==> src/rtl/btn_evt_pkg.sv <==
// Shared event-kind codes and per-button FSM state encoding for the
// button event arbiter.
package btn_evt_pkg;

    localparam logic [1:0] EVT_PRESS   = 2'd0;
    localparam logic [1:0] EVT_LONG    = 2'd1;
    localparam logic [1:0] EVT_REPEAT  = 2'd2;
    localparam logic [1:0] EVT_RELEASE = 2'd3;

    typedef enum logic [1:0] {
        ST_IDLE = 2'd0,
        ST_HOLD = 2'd1,
        ST_REPT = 2'd2
    } btn_state_t;

endpackage

==> src/rtl/btn_evt_fsm.sv <==
// One button: press/long/repeat/release FSM, hold counter and a single-entry
// pending slot that the arbiter drains through i_grant.
module btn_evt_fsm
    import btn_evt_pkg::*;
#(
    parameter int LONG_TICKS   = 100,
    parameter int REPEAT_TICKS = 20
) (
    input  logic       clk,
    input  logic       rst_n,
    input  logic       i_btn,
    input  logic       i_grant,
    output logic       o_slot_valid,
    output logic [1:0] o_slot_kind,
    output logic       o_lost
);

    localparam int MAX_TICKS = (LONG_TICKS > REPEAT_TICKS) ? LONG_TICKS : REPEAT_TICKS;
    localparam int CNT_W     = $clog2(MAX_TICKS) + 1;
    localparam logic [CNT_W-1:0] LONG_LAST = CNT_W'(LONG_TICKS - 1);
    localparam logic [CNT_W-1:0] REPT_LAST = CNT_W'(REPEAT_TICKS - 1);

    btn_state_t       r_state, w_state_next;
    logic [CNT_W-1:0] r_cnt, w_cnt_next;
    logic             r_slot_valid, w_slot_valid_next;
    logic [1:0]       r_slot_kind, w_slot_kind_next;
    logic             w_raise;
    logic [1:0]       w_raise_kind;
    logic             w_slot_left;

    always_ff @(posedge clk or negedge rst_n) begin
        if (!rst_n) begin
            r_state      <= ST_IDLE;
            r_cnt        <= '0;
            r_slot_valid <= 1'b0;
            r_slot_kind  <= EVT_PRESS;
        end else begin
            r_state      <= w_state_next;
            r_cnt        <= w_cnt_next;
            r_slot_valid <= w_slot_valid_next;
            r_slot_kind  <= w_slot_kind_next;
        end
    end

    always_comb begin
        w_state_next = r_state;
        w_cnt_next   = r_cnt;
        w_raise      = 1'b0;
        w_raise_kind = EVT_PRESS;
        case (r_state)
            ST_IDLE: begin
                if (i_btn) begin
                    w_raise      = 1'b1;
                    w_raise_kind = EVT_PRESS;
                    w_cnt_next   = '0;
                    w_state_next = ST_HOLD;
                end
            end
            ST_HOLD: begin
                if (!i_btn) begin
                    w_raise      = 1'b1;
                    w_raise_kind = EVT_RELEASE;
                    w_cnt_next   = '0;
                    w_state_next = ST_IDLE;
                end else if (r_cnt == LONG_LAST) begin
                    w_raise      = 1'b1;
                    w_raise_kind = EVT_LONG;
                    w_cnt_next   = '0;
                    w_state_next = ST_REPT;
                end else begin
                    w_cnt_next   = r_cnt + 1'b1;
                end
            end
            ST_REPT: begin
                if (!i_btn) begin
                    w_raise      = 1'b1;
                    w_raise_kind = EVT_RELEASE;
                    w_cnt_next   = '0;
                    w_state_next = ST_IDLE;
                end else if (r_cnt == REPT_LAST) begin
                    w_raise      = 1'b1;
                    w_raise_kind = EVT_REPEAT;
                    w_cnt_next   = '0;
                end else begin
                    w_cnt_next   = r_cnt + 1'b1;
                end
            end
            default: begin
                w_state_next = ST_IDLE;
                w_cnt_next   = '0;
            end
        endcase
    end

    // A grant on this edge frees the slot before the new event is considered.
    assign w_slot_left = r_slot_valid & ~i_grant;

    always_comb begin
        w_slot_valid_next = w_slot_left;
        w_slot_kind_next  = r_slot_kind;
        o_lost            = 1'b0;
        if (w_raise) begin
            if (!w_slot_left) begin
                w_slot_valid_next = 1'b1;
                w_slot_kind_next  = w_raise_kind;
            end else begin
                o_lost = 1'b1;
                if (w_raise_kind == EVT_RELEASE) begin
                    w_slot_kind_next = EVT_RELEASE;
                end
            end
        end
    end

    assign o_slot_valid = r_slot_valid;
    assign o_slot_kind  = r_slot_kind;

endmodule

==> src/rtl/button_event_arbiter.sv <==
// Merges per-button events into one valid/ready stream with round-robin
// fairness; drop flags any event lost to a full pending slot.
module button_event_arbiter
    import btn_evt_pkg::*;
#(
    parameter int N_BTN        = 4,
    parameter int LONG_TICKS   = 100,
    parameter int REPEAT_TICKS = 20,
    localparam int BTN_W       = (N_BTN > 1) ? $clog2(N_BTN) : 1
) (
    input  logic             clk,
    input  logic             rst_n,
    input  logic [N_BTN-1:0] btn_db,
    output logic             evt_valid,
    input  logic             evt_ready,
    output logic [BTN_W-1:0] evt_btn,
    output logic [1:0]       evt_kind,
    output logic             drop
);

    logic [N_BTN-1:0] w_slot_valid;
    logic [1:0]       w_slot_kind [N_BTN];
    logic [N_BTN-1:0] w_lost;
    logic [N_BTN-1:0] w_grant;

    logic             r_evt_valid;
    logic [BTN_W-1:0] r_evt_btn;
    logic [1:0]       r_evt_kind;
    logic             r_drop;
    logic [BTN_W-1:0] r_rr;

    logic             w_load;
    logic             w_take;
    logic             w_found;
    logic [BTN_W-1:0] w_gidx;
    logic [BTN_W-1:0] w_rr_next;

    generate
        for (genvar gi = 0; gi < N_BTN; gi++) begin : g_btn
            btn_evt_fsm #(
                .LONG_TICKS   (LONG_TICKS),
                .REPEAT_TICKS (REPEAT_TICKS)
            ) u_fsm (
                .clk          (clk),
                .rst_n        (rst_n),
                .i_btn        (btn_db[gi]),
                .i_grant      (w_grant[gi]),
                .o_slot_valid (w_slot_valid[gi]),
                .o_slot_kind  (w_slot_kind[gi]),
                .o_lost       (w_lost[gi])
            );
            assign w_grant[gi] = w_take && (w_gidx == BTN_W'(gi));
        end
    endgenerate

    // Search starts at the round-robin pointer and wraps once.
    always_comb begin
        w_found = 1'b0;
        w_gidx  = r_rr;
        for (int k = 0; k < N_BTN; k++) begin
            int idx;
            idx = int'(r_rr) + k;
            if (idx >= N_BTN) begin
                idx = idx - N_BTN;
            end
            if (!w_found && w_slot_valid[idx]) begin
                w_found = 1'b1;
                w_gidx  = BTN_W'(idx);
            end
        end
    end

    assign w_load    = ~r_evt_valid | evt_ready;
    assign w_take    = w_load & w_found;
    assign w_rr_next = (int'(w_gidx) == N_BTN - 1) ? '0 : w_gidx + 1'b1;

    always_ff @(posedge clk or negedge rst_n) begin
        if (!rst_n) begin
            r_evt_valid <= 1'b0;
            r_evt_btn   <= '0;
            r_evt_kind  <= EVT_PRESS;
            r_drop      <= 1'b0;
            r_rr        <= '0;
        end else begin
            r_drop <= |w_lost;
            if (w_take) begin
                r_evt_valid <= 1'b1;
                r_evt_btn   <= w_gidx;
                r_evt_kind  <= w_slot_kind[w_gidx];
                r_rr        <= w_rr_next;
            end else if (w_load) begin
                r_evt_valid <= 1'b0;
            end
        end
    end

    assign evt_valid = r_evt_valid;
    assign evt_btn   = r_evt_btn;
    assign evt_kind  = r_evt_kind;
    assign drop      = r_drop;

endmodule
==> config.mk <==
export PLATFORM = sky130hd
export DESIGN_NAME = button_event_arbiter
export DESIGN_NICKNAME = d
export VERILOG_FILES = /design/src/rtl/btn_evt_pkg.sv /design/src/rtl/btn_evt_fsm.sv /design/src/rtl/button_event_arbiter.sv
export SDC_FILE = /design/constraint.sdc
export NUM_CORES = 1
export LEC_CHECK = 0
export CORE_MARGIN = 2
export CORE_UTILIZATION = 40
export DETAILED_ROUTE_END_ITERATION = 6
export DONT_BUFFER_PORTS = 1
export MAX_ROUTING_LAYER = met4
export PLACE_DENSITY = 0.65
export SLEW_MARGIN = 40
export SYNTH_ARGS = -nofsm -noshare
export SYNTH_HDL_FRONTEND = slang
export SYNTH_SLANG_ARGS = --single-unit
export TNS_END_PERCENT = 20
==> constraint.sdc <==
create_clock -name clk -period 2.5 [get_ports clk]
set_input_delay 0.125 -clock clk [delete_from_list [all_inputs] [get_ports clk]]
set_output_delay 0.125 -clock clk [all_outputs]
set_load 0.02 [all_outputs]
==> flow_metrics.py <==
metrics = {
    "min_path": {
        "min_path_type": "in -> reg",
        "holdPathStages": 3,
    },
    "placement": {
        "place_ws_ns": 0.4418,
        "placed_area_mm2": 0.003769,
        "dp_cells": 503,
        "gp_congestion": 0.8613,
        "dpl.hpwl_mm": 5.102,
        "io_buffer_count": 0,
    },
    "routing": {
        "vias": 2873,
        "first_pass_iters": 4,
        "via_per_inst": 5.472,
        "ant_nets": 0,
        "drt_wl_total_mm": 7.285,
        "drcViolationCount": 0,
        "drt_iter0_markers": 148,
        "routedWlPerCell_um": 13.88,
    },
    "setup_path": {
        "worstPathArrival_ns": 2.30,
        "r2r_cells": 7,
        "crit_type": "reg -> reg",
        "critical_path_required_ns": 2.72,
        "crit_fanout": 5,
        "end_kind": "flip-flop",
        "start_kind": "flip-flop",
    },
    "synthesis": {
        "synth_area_mm2": 0.003631,
        "synth_seq_cells": 60,
        "ys_seq_area_share_pct": 41.35,
        "synth_area_leader_cell": "dfrtp_1",
        "synth_edf_count": 0,
        "ys_types": 61,
        "async_flop_share_pct": 100.0,
        "yosys_most_used_dff": "dfrtp_1",
        "yosys_warnings": 0,
        "synth_top_area_share_pct": 41.35,
        "synth_cells": 398,
        "avgSynthCellArea_um2": 9.123,
        "syn_nets": 425,
        "synthTopCellsByArea": "dfrtp_1 41%, ha_1 6.9%, nand2_1 4.8%",
    },
    "global_routing": {
        "grt_pass1_vias": 2760,
        "overflow": 0,
        "grt_pass1_wl_mm": 12.61,
        "grt_usage_pct": 16.23,
        "antenna_found_initial": 0,
        "grt_start_max_net_pins": 61,
    },
    "sta": {
        "setup-tns-final_ns": 0,
        "rsz0062_at_grt": "no",
        "fin_ws_ns": 0.4220,
        "slew_headroom_pct": 68.88,
        "setup_violations": 0,
        "slew_viol_final": 0,
        "hold_viol": 0,
        "timing.final.crit_share_pct": 83.12,
        "clock_skew_ns": 0.005665,
        "worst_pin_slew_ns": 0.4620,
        "period_minus_slack_ns": 2.078,
        "fmax_mhz": 481.2,
    },
    "floorplan": {
        "die_w_um": 99.28,
        "dieArea_mm2": 0.009856,
        "num_rows": 34,
        "start_util_pct": 41.43,
        "fp.dieH_um": 99.28,
        "io_pins": 13,
        "core_mm2": 0.008763,
    },
    "clocking": {
        "post-cts-setup-buffers": 0,
        "clock_latency_ns": 0.34,
        "htreeDepth": 3,
        "cts_buffer_depth": 2,
        "clk_pin_slew_worst_paths_ns": 0.07,
        "cts_resized": 0,
        "cts_num_sinks": 60,
        "cts_buffers": 9,
        "root_buffer": "clkbuf_8",
        "cts_tree": "built",
    },
    "cells_and_area": {
        "final_area_mm2": 0.004049,
        "final_common_cell": "dfrtp_1",
        "final_cell_mix": "60 x dfrtp_1, 46 x nand2_1, 43 x nor2_1, 21 x o21ai_0, 20 x ha_1",
        "layout.nets": 439,
        "syn_to_final_growth_pct": 11.51,
        "diodes": 0,
        "fin_cells": 525,
        "drive_gt1_share_pct": 8.153,
    },
    "power": {
        "seq_power_share_pct": 37.9,
        "switching_power_uw": 1445,
        "power_uw": 3721,
        "p_int_uw": 2276,
        "leakagePower_uw": 0.001731,
        "power_density_mw_per_mm2": 919.0,
        "p_sw_share_pct": 38.82,
        "clock_power_share_pct": 24.2,
        "p_comb_share_pct": 37.9,
        "ir_drop_uv": 372.8,
    },
    "flow_run": {
        "cap_violations": 0,
    },
    "run_status": {
        "status": "finished clean",
    },
}
## critical path, cell delays in order (launching register included)
cell	delay, ns
dfrtp_1	0.38
ha_1	0.23
nor4b_2	0.42
a41oi_1	0.21
o211ai_1	0.42
nor2_1	0.10
o21ai_1	0.12
o21ai_1	0.07
## timing repair
item                                   4_1_cts  5_1_grt
setup endpoints to repair                    0        0
hold buffers                                 6        0
endpoints found under the hold margin       68        0
## flip-flops by register name, summed over array words and instances (netlist names)
register and count:
drop 1, g_btn.u_fsm.r_cnt 32, g_btn.u_fsm.o_slot_valid 4, g_btn.u_fsm.o_slot_kind 8, r_rr 2, evt_btn 2
evt_kind 2, evt_valid 1, g_btn.u_fsm.r_state 8
## final cells by class
class,count,area (um^2)
fillers,829,4715
multi-input cells,314,2038
flip-flops and latches,60,1501
clock buffers,12,155.1
well taps,108,135.1
repair buffers,10,107.6
inverters,17,63.81
clock inverters,4,47.55
## metal layers
metal / track usage [%] / vias to the layer above / wire (um)
li1: - / 1455 / -
met1: 20.50 / 1360 / 3506
met2: 24.74 / 43 / 3329
met3: 4.568 / 15 / 305
met4: 6.322 / 0 / 144
met5: - / - / 0
## worst paths after layout
check | start | end | slack, ns
worst max-delay path | g_btn[1].u_fsm.r_cnt[0] | g_btn[1].u_fsm.r_cnt[4] | 0.42
worst min-delay path | btn_db[3] | g_btn[3].u_fsm.r_state[0] | 0.04
worst max register to register | g_btn[1].u_fsm.r_cnt[0] | g_btn[1].u_fsm.r_cnt[4] | 0.42
worst min register to register | g_btn[3].u_fsm.o_slot_kind[0] | g_btn[3].u_fsm.o_slot_kind[0] | 0.50
max in group asynchronous | rst_n | g_btn[0].u_fsm.r_cnt[0] | 1.94
min in group asynchronous | rst_n | g_btn[3].u_fsm.r_cnt[2] | 0.32
## power by group through the flow
| stage | logic (uW) | clock network [uW] | registers [uW] |
|---|---|---|---|
| after floorplan | 1150 | 0 | 1350 |
| final | 1410 | 899 | 1410 |
| after detailed placement | 1380 | 0 | 1430 |
| after CTS | 1420 | 925 | 1410 |
| after global routing | 1600 | 969 | 1450 |
| after global placement | 1340 | 0 | 1420 |
## cells by family after synthesis
family / count (synthesis) / synth area share, %
buffers and inverters: 24 / 2.515
flip-flops: 60 / 41.35
AO/OA/AOI/OAI: 112 / 21.30
AND/OR/NAND/NOR: 166 / 23.78
XOR/XNOR: 11 / 2.653
adder cells (fa/ha/maj): 20 / 6.892
multiplexers: 5 / 1.516
## cells in the mapped netlist (8+ instances only)
cell type / count
dfrtp_1: 60
a31oi_1: 8
inv_1: 17
nor2_1: 43
nand2b_1: 15
a22o_1: 8
nand3_1: 15
nor2b_1: 12
ha_1: 20
nand2_1: 46
o31ai_1: 8
a21oi_1: 10
o21ai_0: 21
o21ai_1: 14
## through the flow
step	hold WS (ns)	utilization [%]
6_report	0.03608	46.20
2_1_floorplan	-0.1706	-
3_3_place_gp	-0.1692	43.00
3_5_place_dp	-0.1693	43.00
4_1_cts	0.02034	46.20
5_1_grt	0.02906	46.20
No activity file was read; power rests on OpenSTA's default activity.
